[src/rtl/seg7_scan_display_if.sv]
// rtl/seg7_scan_display_if.sv - conversion handshake bundle between a binary source and the display engine
interface seg7_scan_display_if #(
  parameter int BIN_W  = 8,
  parameter int DIGITS = 3
);
  logic [BIN_W-1:0]    bin_in;
  logic                in_valid;
  logic                in_ready;
  logic                done;
  logic [4*DIGITS-1:0] bcd_out;
  logic                ovf;

  modport master (
    output bin_in, in_valid,
    input  in_ready, done, bcd_out, ovf
  );

  modport slave (
    input  bin_in, in_valid,
    output in_ready, done, bcd_out, ovf
  );
endinterface

[src/rtl/seg7_scan_display.sv]
// rtl/seg7_scan_display.sv - sequential double-dabble BCD converter driving a multiplexed 7-segment display
module seg7_scan_display #(
  parameter int BIN_W    = 8,
  parameter int DIGITS   = 3,
  parameter int SCAN_DIV = 1000
) (
  input  logic               clk,
  input  logic               rst,
  seg7_scan_display_if.slave cv,
  input  logic               blank_lz,
  output logic [6:0]         seg,
  output logic [DIGITS-1:0]  an
);
  localparam int BCD_W = 4 * DIGITS;
  localparam int CNT_W = $clog2(BIN_W + 1);
  localparam int IDX_W = (DIGITS > 1) ? $clog2(DIGITS) : 1;
  localparam int PRE_W = $clog2(SCAN_DIV);

  typedef enum logic [1:0] {S_IDLE, S_SHIFT, S_DONE} state_t;

  state_t             state_q, state_d;
  logic [BIN_W-1:0]   bin_q, bin_d;
  logic [BCD_W-1:0]   scr_q, scr_d;
  logic               sovf_q, sovf_d;
  logic [CNT_W-1:0]   cnt_q, cnt_d;
  logic [BCD_W-1:0]   bcd_q, bcd_d;
  logic               ovf_q, ovf_d;
  logic               done_q, done_d;
  logic [PRE_W-1:0]   pre_q, pre_d;
  logic [IDX_W-1:0]   idx_q, idx_d;
  logic [6:0]         seg_q, seg_d;
  logic [DIGITS-1:0]  an_q, an_d;

  logic [BCD_W-1:0]   scr_adj, scr_next;
  logic [BIN_W-1:0]   bin_next;
  logic               carry;
  logic [DIGITS-1:0]  lz;
  logic               hi_zero;
  logic [3:0]         cur;

  function automatic logic [6:0] seg_code(input logic [3:0] d);
    case (d)
      4'd0:    seg_code = 7'h3F;
      4'd1:    seg_code = 7'h06;
      4'd2:    seg_code = 7'h5B;
      4'd3:    seg_code = 7'h4F;
      4'd4:    seg_code = 7'h66;
      4'd5:    seg_code = 7'h6D;
      4'd6:    seg_code = 7'h7D;
      4'd7:    seg_code = 7'h07;
      4'd8:    seg_code = 7'h7F;
      4'd9:    seg_code = 7'h6F;
      default: seg_code = 7'h00;
    endcase
  endfunction

  // One double-dabble step; a bit leaving the top digit means the value needs another digit.
  always_comb begin
    scr_adj = scr_q;
    for (int k = 0; k < DIGITS; k++) begin
      if (scr_q[4*k +: 4] >= 4'd5) scr_adj[4*k +: 4] = scr_q[4*k +: 4] + 4'd3;
    end
    {carry, scr_next, bin_next} = {scr_adj, bin_q, 1'b0};
  end

  always_comb begin
    state_d = state_q;
    bin_d   = bin_q;
    scr_d   = scr_q;
    sovf_d  = sovf_q;
    cnt_d   = cnt_q;
    bcd_d   = bcd_q;
    ovf_d   = ovf_q;
    done_d  = 1'b0;
    case (state_q)
      S_IDLE: begin
        if (cv.in_valid) begin
          bin_d   = cv.bin_in;
          scr_d   = '0;
          sovf_d  = 1'b0;
          cnt_d   = CNT_W'(BIN_W);
          state_d = S_SHIFT;
        end
      end
      S_SHIFT: begin
        bin_d  = bin_next;
        scr_d  = scr_next;
        sovf_d = sovf_q | carry;
        cnt_d  = cnt_q - CNT_W'(1);
        // Publish on the final step so bcd_out changes on the same edge done rises.
        if (cnt_q == CNT_W'(1)) begin
          bcd_d   = scr_next;
          ovf_d   = sovf_q | carry;
          done_d  = 1'b1;
          state_d = S_DONE;
        end
      end
      S_DONE:  state_d = S_IDLE;
      default: state_d = S_IDLE;
    endcase
  end

  always_comb begin
    pre_d = pre_q + PRE_W'(1);
    idx_d = idx_q;
    if (pre_q == PRE_W'(SCAN_DIV - 1)) begin
      pre_d = '0;
      idx_d = (idx_q == IDX_W'(DIGITS - 1)) ? '0 : idx_q + IDX_W'(1);
    end

    hi_zero = 1'b1;
    lz      = '0;
    for (int k = DIGITS - 1; k >= 0; k--) begin
      hi_zero = hi_zero & (bcd_q[4*k +: 4] == 4'd0);
      lz[k]   = hi_zero;
    end

    // Decode against the next index so segments and enables switch on one edge.
    cur   = bcd_q[4*idx_d +: 4];
    seg_d = seg_code(cur);
    if (ovf_q) begin
      seg_d = 7'h40;
    end else if (blank_lz && (idx_d != '0) && lz[idx_d]) begin
      seg_d = 7'h00;
    end
    an_d = ~(DIGITS'(1) << idx_d);
  end

  always_ff @(posedge clk or posedge rst) begin
    if (rst) begin
      state_q <= S_IDLE;
      bin_q   <= '0;
      scr_q   <= '0;
      sovf_q  <= 1'b0;
      cnt_q   <= '0;
      bcd_q   <= '0;
      ovf_q   <= 1'b0;
      done_q  <= 1'b0;
      pre_q   <= '0;
      idx_q   <= '0;
      seg_q   <= 7'h3F;
      an_q    <= ~DIGITS'(1);
    end else begin
      state_q <= state_d;
      bin_q   <= bin_d;
      scr_q   <= scr_d;
      sovf_q  <= sovf_d;
      cnt_q   <= cnt_d;
      bcd_q   <= bcd_d;
      ovf_q   <= ovf_d;
      done_q  <= done_d;
      pre_q   <= pre_d;
      idx_q   <= idx_d;
      seg_q   <= seg_d;
      an_q    <= an_d;
    end
  end

  assign cv.in_ready = (state_q == S_IDLE);
  assign cv.done     = done_q;
  assign cv.bcd_out  = bcd_q;
  assign cv.ovf      = ovf_q;
  assign seg         = seg_q;
  assign an          = an_q;
endmodule

[src/flat_wrapper.sv]
// flat-port wrapper written by rule: the top's interface ports become plain ports
module seg7_scan_display_flat 
#(
  parameter int BIN_W    = 8,
  parameter int DIGITS   = 3,
  parameter int SCAN_DIV = 1000
)
  (clk, rst, blank_lz, seg, an, cv_bin_in, cv_in_valid, cv_in_ready, cv_done, cv_bcd_out, cv_ovf);
  seg7_scan_display_if #(.BIN_W(BIN_W), .DIGITS(DIGITS)) cv_i ();
  input  logic clk;
  input  logic rst;
  input  logic blank_lz;
  output logic [6:0] seg;
  output logic [DIGITS-1:0] an;
  input wire logic [$bits(cv_i.bin_in)-1:0] cv_bin_in;
  input wire logic [$bits(cv_i.in_valid)-1:0] cv_in_valid;
  output wire logic [$bits(cv_i.in_ready)-1:0] cv_in_ready;
  output wire logic [$bits(cv_i.done)-1:0] cv_done;
  output wire logic [$bits(cv_i.bcd_out)-1:0] cv_bcd_out;
  output wire logic [$bits(cv_i.ovf)-1:0] cv_ovf;
  assign cv_i.bin_in = cv_bin_in;
  assign cv_i.in_valid = cv_in_valid;
  assign cv_in_ready = cv_i.in_ready;
  assign cv_done = cv_i.done;
  assign cv_bcd_out = cv_i.bcd_out;
  assign cv_ovf = cv_i.ovf;
  seg7_scan_display #(.BIN_W(BIN_W), .DIGITS(DIGITS), .SCAN_DIV(SCAN_DIV)) u_core (.clk(clk), .rst(rst), .cv(cv_i), .blank_lz(blank_lz), .seg(seg), .an(an));
endmodule
[config.mk]
export PLATFORM = sky130hd
export DESIGN_NAME = seg7_scan_display_flat
export DESIGN_NICKNAME = d
export VERILOG_FILES = /design/src/rtl/seg7_scan_display_if.sv /design/src/rtl/seg7_scan_display.sv /design/src/flat_wrapper.sv
export SDC_FILE = /design/constraint.sdc
export NUM_CORES = 1
export LEC_CHECK = 0
export BUFFER_PORTS_ARGS = -buffer_cell sky130_fd_sc_hd__buf_2
export CORE_UTILIZATION = 55
export DETAILED_ROUTE_END_ITERATION = 6
export PLACE_DENSITY = 0.76
export SYNTH_ARGS = -nofsm -noshare
export SYNTH_HDL_FRONTEND = slang
export SYNTH_SLANG_ARGS = --single-unit
export TNS_END_PERCENT = 100
[constraint.sdc]
create_clock -name clk -period 4.3 [get_ports clk]
set_clock_uncertainty 0.05 [all_clocks]
set_input_delay 0.86 -clock clk [delete_from_list [all_inputs] [get_ports clk]]
set_output_delay 0.86 -clock clk [all_outputs]
set_load 0.01 [all_outputs]
Word level (Yosys, flattened, before mapping)
Memories as Yosys holds them, arrays and structs flattened. Cells that the tools add are included.

Bits in registers: 63. Bits in read-only memories: 112. Input bits: 12. Output and inout bits: 25. Logic and storage cells: 69. Memories: 1.

Add/subtract/negate cells: 6. $lt $le $gt $ge: 4. Equal/unequal tests: 6. Shift operators: 2. Multiplexer cells: 23. Bitwise operators: 4. Reductions and logical operators: 11.

Memories: (name not given) (depth 16, bits a word 7, read ports 1, clocked after Yosys merged registers in 0, wr ports 0, line seg7_scan_display.sv:42) `case (d)`.

Operator list (count): $pmux W12 S2 (1); $mux W4 (4); $pmux W8 S2 (1); $mux W7 (2); $add A4 B2 Y4 const B (3); $ge A4 B3 Y1 const B (3); $logic_not A4 Y1 (3); $mux W12 (1); $shiftx A12 B5 Y4 (1); $add A10 B1 Y10 const B (1); $eq A10 B10 Y1 const B (1); $mux W10 (1); $mux W2 (4); $mux W8 (1); $pmux W4 S2 (1); $reduce_and A2 Y1 (3); $eq A4 B1 Y1 const B (1); $mux W1 (4); $pmux W2 S2 (1); $reduce_bool A2 Y1 (2); $sub A4 B1 Y4 const B (1); $lt A2 B3 Y1 const B (1); $not A3 Y3 (1); $shl A1 B2 Y3 const A (1); 11 further kinds (13).

Depth between registers and ports, before layout
Gate-level depths: netlist of the first run.

Word-level depth: 8. Depth in mapped cells: 10. Gate-level depth less buffers: 10.

Worst setup path after synthesis of the first run
OpenSTA, ideal clock, no wires.

Kind: reg-to-reg. From: reg u_core.pre_q[0]. To: reg u_core.seg_q[4], in the netlist u_core.seg[4]. Setup time: 0.072 ns. Arrival: 2.423 ns. Required time: 4.178 ns. Setup slack: 1.755 ns. Cell stages (with the launch flop): 10. Path buffers: 0. Clock period less this slack: 2.545 ns. Path through: dfrtp_1 > ha_1 > nand2_1 > nor2_4 > mux2_4 > a311o_1 > inv_1 > ha_1 > or4b_1 > o21ai_1.

Cells in the longest elaborated chain, start to end: 7. Elaborated cells on any way between the ends: 11. Classes of those cells: 1 x eq/ne; 1 x shift; 5 x mux; 3 x reduce/logical; 1 x memory.

RTL lines: start, declared (line seg7_scan_display.sv:29) `logic [PRE_W-1:0] pre_q, pre_d;`; start signal, assigned (line seg7_scan_display.sv:152) `pre_q <= pre_d;`; $eq A10 B10 Y1 * (line seg7_scan_display.sv:106) `if (pre_q == PRE_W'(SCAN_DIV - 1)) begin`; $mux W2 * (line seg7_scan_display.sv:106); parallel branches: the longest is 3 deep, another holds $mem_v2 Z16 W7; $mux W7 * (line seg7_scan_display.sv:123) `end else if (blank_lz && (idx_d != '0) && lz[idx_d]) begin`; $mux W7 * (line seg7_scan_display.sv:121) `if (ovf_q) begin`; named net u_core.seg_d[4] (line seg7_scan_display.sv:31) `logic [6:0] seg_q, seg_d;`; end signal, assigned (line seg7_scan_display.sv:154) `seg_q <= seg_d;`; end, declared (line seg7_scan_display.sv:31).

Mark *: on every way through the listed nets, which the timed path passes. The select of a mux whose other input is x is not followed. A chain may end at the register's enable or synchronous reset.

Final worst setup path of the first run
From: reg u_core.pre_q[1]. To: reg u_core.seg_q[4], in the netlist u_core.seg[4].

The elaborated chain is that of the path after synthesis.

==> flow_summary.toml, run 1 <==
[yosys]
synthCells = 350
syn_nets = 376
synthTopCellsByArea = "dfrtp_1 41%, o21ai_0 6.7%, dfstp_2 6.2%, ha_1 5.2%, nand2_1 4.8%"
synth_top_area_share_pct = 40.8
yosys_warnings = 0
synth-seq-cells = 63
postSynth.asyncResetShare_pct = 100
syn_area_per_cell_um2 = 9.63
synth_top_family_by_area = "simple AND/OR/NAND/NOR gates"
synth-edff-count = 0
synth-simple-area-share_pct = 18.6
synth-adder-area-share_pct = 5.20
synthMuxAreaShare_pct = 4.83
synthDistinctLibCells = 54
ys.flop_type = "dfrtp_1"
synth_area_mm2 = 0.00337
post-synth-top-area-cell = "dfrtp_1"
synth_xor_xnor_area_share_pct = 3.38
synth_compound_area_share_pct = 16.7
yosysSeqAreaShare_pct = 47.1

[worst_setup_path]
required_ps = 4510
setup.worst_path.end = "u_core.seg[4]"
rr_worst_depth = 9
worstPathCellList = "ha_1 -> nand2_1 -> nor2_4 -> mux2_4 -> a311o_1 -> inv_1 -> ha_1 -> or4b_1 -> o21ai_1"
cpMostUsedCell = "ha_1"
critical_path_cell_count = 9
cp.arrival_ps = 3110
worstSetupPathType = "reg2reg"
slowest_stage = "a311o_1"
end_kind = "flip-flop"
startpoint_type = "flip-flop"
critical_path.top_delay_family = "simple AND/OR/NAND/NOR gates"
worstPathMaxFanout = 7
rrSetupSlack_ps = 1390
critPathMaxStageDelay_ps = 470
startpoint = "u_core.pre_q[1]"
reg2reg_to = "u_core.seg[4]"
r2r_start = "u_core.pre_q[1]"
critical_path_buf_inv_count = 1

[timing]
fin_ws_ps = 1390
fin_crit_ps = 2910
worst_pin_slew_ps = 955
setup_viol = 0
rsz0062_at_grt = "no"
finalHoldViolations = 0
max-slew-margin-rel_pct = 36.4
tns_ps = 0
fmax_mhz = 344
finalMaxSlewViolations = 0
fin_crit_sh_pct = 67.6

[floorplanning]
fp.dieArea_mm2 = 0.00644
die_h_um = 80.3
io_pins = 37
rows = 28
initial_core_util_pct = 56.9
die_x_um = 80.3
core_area_mm2 = 0.00592

[clock_network]
worstSkewPairLatency_ps = 350
root_buffer = "clkbuf_8"
clk_pin_slew_ps = 70
htree_levels = 3
cts_resized = 0
cts_tree = "yes"
cts.sinks = 63
numCtsBuffers = 9
ctsHoldBuffers = 0
clockBufferDepth = 2
cts_setup_buffers = 0

[pwr]
p_leak_nw = 1.71
irDropWorstVdd_uv = 386
powerDensity_mw_per_mm2 = 651
p_total_w = 0.00247

[placed_design]
portBuffers = 36
dpl-instance-area_mm2 = 0.00360
dp_hpwl_um = 4800
dp_cells = 450
preCtsSetupSlack_ps = 1470
gp_congestion = 0.852

[route]
drc = 0
dr.pass1.iters = 6
ant_nets = 0
wl_um = 6770
post_drt_wl_per_cell_um = 14.5
avgViaCountPerCell = 5.65
drt_iter0_drc = 188
vias = 2632

[grt]
antenna_found_initial = 0
grt_overflow = 0
grt_pass1_wl_um = 11600
first_global_vias = 2431
gr-usage-all-layers_pct = 24.1
grt_max_degree = 44

[cells_and_area]
final_common_cell = "dfrtp_1"
antenna_cells = 0
syn_to_final_growth_pct = 12.8
fin_nets = 412
stdcell_area_mm2 = 0.00380
final_cells = 466
drive_gt1_share_pct = 19.4
final_cell_mix = "55 x dfrtp_1, 45 x o21ai_0, 43 x nand2_1, 36 x buf_2, 20 x inv_1"

[run_status]
outcome = "finished clean"

[hold_path]
hold_path.class = "reg2reg"

[flow_run]
drv_cap = 0
==> where the power goes <==
group | leakage (nW) | switching, W | internal, W | total [W]
registers | 0.780 | 0.000200 | 0.000809 | 0.00101
clock network | 0.0875 | 0.000246 | 0.000267 | 0.000513
logic | 0.846 | 0.000534 | 0.000418 | 0.000952
==> cell families (layout without fill, tap and decap cells) <==
group,count (synthesis),in the layout
AOI/OAI and AO/OA,93,93
muxes,15,15
buffers and inverters,36,77
DFF,63,63
xor gates and xnor gates,13,13
adders and majority gates,14,14
and+or+nand+nor,116,116
==> registers in the layout (all words and copies together), names as in the netlist <==
signal             cells
u_core.an              3
u_core.bin_q           8
u_core.cnt_q           4
u_core.cv.bcd_out     12
u_core.cv.done         1
u_core.cv.ovf          1
u_core.idx_q           2
u_core.pre_q          10
u_core.scr_q          12
u_core.seg             7
u_core.sovf_q          1
u_core.state_q         2
==> through the flow <==
stage | hold WS (ps) | util [%]
floorplan | 398 | -
global route | 461 | 64.2
detailed placement | 426 | 60.9
finish | 431 | 64.2
CTS | 434 | 64.2
global placement | 414 | 60.9
==> synth_stat cells, drive strengths merged, types with 3 or more instances <==
cell type / number
a31oi: 4
mux2: 7
dfstp: 8
and3: 4
a22o: 4
dfrtp: 55
xor2: 7
xnor2: 6
nor2b: 6
and2: 4
nand2: 43
nor3b: 9
a22oi: 3
buf: 5
inv: 21
o211ai: 3
clkbuf: 8
a21oi: 13
nand2b: 4
nand3: 10
o21ai: 46
mux2i: 8
ha: 14
nor2: 17
a21o: 4
nor3: 8
==> layout make-up <==
cell class,instances,area (um^2)
sequential,63,1590
inverter,23,86.3
multi-input combinational,251,1640
fill,495,2120
timing repair buffer,38,195
clock inverter,7,73.8
clock buffer,9,124
tap,75,93.8
==> per-layer routing <==
metal / GRT usage [%] / part of all wire [%] / vias up
met5: 0 / 0 / -
met4: 12.1 / 1.4 / 0
met3: 6.14 / 5.0 / 8
met2: 37.9 / 48 / 83
met1: 30.6 / 45 / 1231
li1: - / - / 1310
==> worst min-delay path by stage <==
stage / from / end / slack (ps) / cells past startpoint
finish: u_core.pre_q[0] / u_core.pre_q[0] / 430 / 1
global route: u_core.pre_q[0] / u_core.pre_q[0] / 460 / 1
CTS: u_core.pre_q[0] / u_core.pre_q[0] / 430 / 1
detailed placement: u_core.bin_q[2] / u_core.bin_q[2] / 430 / 2
global placement: u_core.bin_q[6] / u_core.bin_q[6] / 410 / 2
floorplan: u_core.pre_q[0] / u_core.pre_q[0] / 400 / 1
No activity file was read; power rests on OpenSTA's default activity.
==> inputs of run 2 (changes only) <==
--- a/config.mk
+++ b/config.mk
@@ -6,7 +6,7 @@
 export NUM_CORES = 1
 export LEC_CHECK = 0
 export BUFFER_PORTS_ARGS = -buffer_cell sky130_fd_sc_hd__buf_2
-export CORE_UTILIZATION = 55
+export CORE_UTILIZATION = 53
 export DETAILED_ROUTE_END_ITERATION = 6
 export PLACE_DENSITY = 0.76
 export SYNTH_ARGS = -nofsm -noshare
==> constraint.sdc (replaced) <==
create_clock -name clk -period 2.5 [get_ports clk]
set_clock_uncertainty 0.05 [all_clocks]
set_input_delay 0.5 -clock clk [delete_from_list [all_inputs] [get_ports clk]]
set_output_delay 0.5 -clock clk [all_outputs]
set_load 0.01 [all_outputs]
==> flow_summary.toml, run 2 (synthesized netlist as in run 1, its figures left out) <==
[timing]
fin_crit_ps = 2400
finalMaxSlewViolations = 0
hold_slack_ps = 119
setup_viol = 0
fmax_mhz = 416
fin_crit_sh_pct = 96.1
rsz0062_at_grt = "no"
max-slew-margin-rel_pct = 60.7
worst_pin_slew_ps = 589
finalHoldViolations = 0
tns_ps = 0

[grt]
gr-usage-all-layers_pct = 23.5
grt_overflow = 0
antenna_found_initial = 0
grt_max_degree = 25
grt_pass1_wl_um = 11700
first_global_vias = 2519

[floorplanning]
io_pins = 37
rows = 28
core_area_mm2 = 0.00603
die_h_um = 81.7
fp.dieArea_mm2 = 0.00668
die_x_um = 81.7
initial_core_util_pct = 55.9

[clock_network]
cts_tree = "yes"
ctsHoldBuffers = 0
numCtsBuffers = 9
root_buffer = "clkbuf_8"
cts.sinks = 63
clockBufferDepth = 2
htree_levels = 3
clk_pin_slew_ps = 70
worstSkewPairLatency_ps = 340

[cells_and_area]
drive_gt1_share_pct = 23.8
antenna_cells = 0
syn_to_final_growth_pct = 17.8
fin_nets = 432
regArea_mm2 = 0.00159
utilization_pct = 65.9
n_fill_cell = 488
final_cell_mix = "55 x dfrtp_1, 45 x o21ai_0, 42 x nand2_1, 36 x buf_2, 22 x buf_4"
final_common_cell = "dfrtp_1"
multi_input_area_mm2 = 0.00167

[pwr]
combPwrFrac_pct = 40.7
irDropWorstVdd_uv = 792
powerDensity_mw_per_mm2 = 1080
p_int_w = 0.00266
p_switching_w = 0.00165
p_sw_share_pct = 38.2
p_leak_nw = 1.83
p_clk_share_pct = 19.9
p_total_w = 0.00431
p_seq_share_pct = 39.4

[hold_path]
hold_path.class = "in2async"

[route]
wl_um = 7000
drt_iter0_drc = 123
vias = 2727
drc = 0
ant_nets = 0
dr.pass1.iters = 4
post_drt_wl_per_cell_um = 14.4
avgViaCountPerCell = 5.61

[worst_setup_path]
worstPathMaxFanout = 9
cp.arrival_ps = 2560
startpoint_type = "flip-flop"
worstSetupPathType = "reg2reg"
required_ps = 2650
end_kind = "flip-flop"

[placed_design]
dp_hpwl_um = 5150
gp_congestion = 0.958
portBuffers = 36

[run_status]
outcome = "finished clean"

[flow_run]
drv_cap = 0
run 2: timing repair:
action,in CTS,in global routing
buffers inserted,0,3
setup endpoints to repair,0,7
gates resized for setup,0,4
run 2: worst max-delay path, stage by stage, from the launching register on:
cell	delay, ps
dfrtp_1	410
buf_4	150
and4bb_2	350
a31oi_1	150
mux2_1	350
a222oi_1	340
buf_4	210
xor2_1	160
o211ai_1	100
run 2: cell type report:
class	count	area share (%)
Tap cell	75	2.36
Timing Repair Buffer	58	8.70
Multi-Input combinational cell	251	41.9
Clock inverter	4	1.20
Clock buffer	12	3.66
Inverter	23	2.17
Sequential cell	63	40.0
run 2: worst paths after layout:
kind                                  from         endpoint  slack [ps]  depth (start not counted)
min in group clk           u_core.bin_q[6]  u_core.bin_q[6]         440                          2
min                                    rst  u_core.bin_q[5]         120                          2
max in group asynchronous              rst     u_core.an[2]        1570                          3
max                        u_core.pre_q[3]    u_core.seg[6]         100                          8
min reg2reg                u_core.bin_q[6]  u_core.bin_q[6]         440                          2
max reg2reg                u_core.pre_q[3]    u_core.seg[6]         100                          8
run 2: per-stage QoR:
stage | area [um^2] | instances | setup WS (ps)
2_1_floorplan | 3370 | 350 | 21.5
3_3_place_gp | 3730 | 467 | 111
3_5_place_dp | 3730 | 467 | 32.7
4_1_cts | 3930 | 483 | 24.3
5_1_grt | 3970 | 486 | 12.9
6_report | 3970 | 486 | 98.7
run 2: routing by layer:
metal	up-vias	global-route usage (%)	share of wire [%]
li1	1342	-	-
met1	1299	29.0	45
met2	73	38.8	48
met3	13	6.89	5.1
met4	0	8.77	1.7
met5	-	0	0
run 2: power groups by stage:
stage	registers [W]	logic (W)	clock network, W
floorplan	0.00170	0.00120	0
global placement	0.00169	0.00171	0
detailed placement	0.00170	0.00176	0
CTS	0.00169	0.00177	0.000881
global route	0.00174	0.00201	0.000927
finish	0.00170	0.00175	0.000855
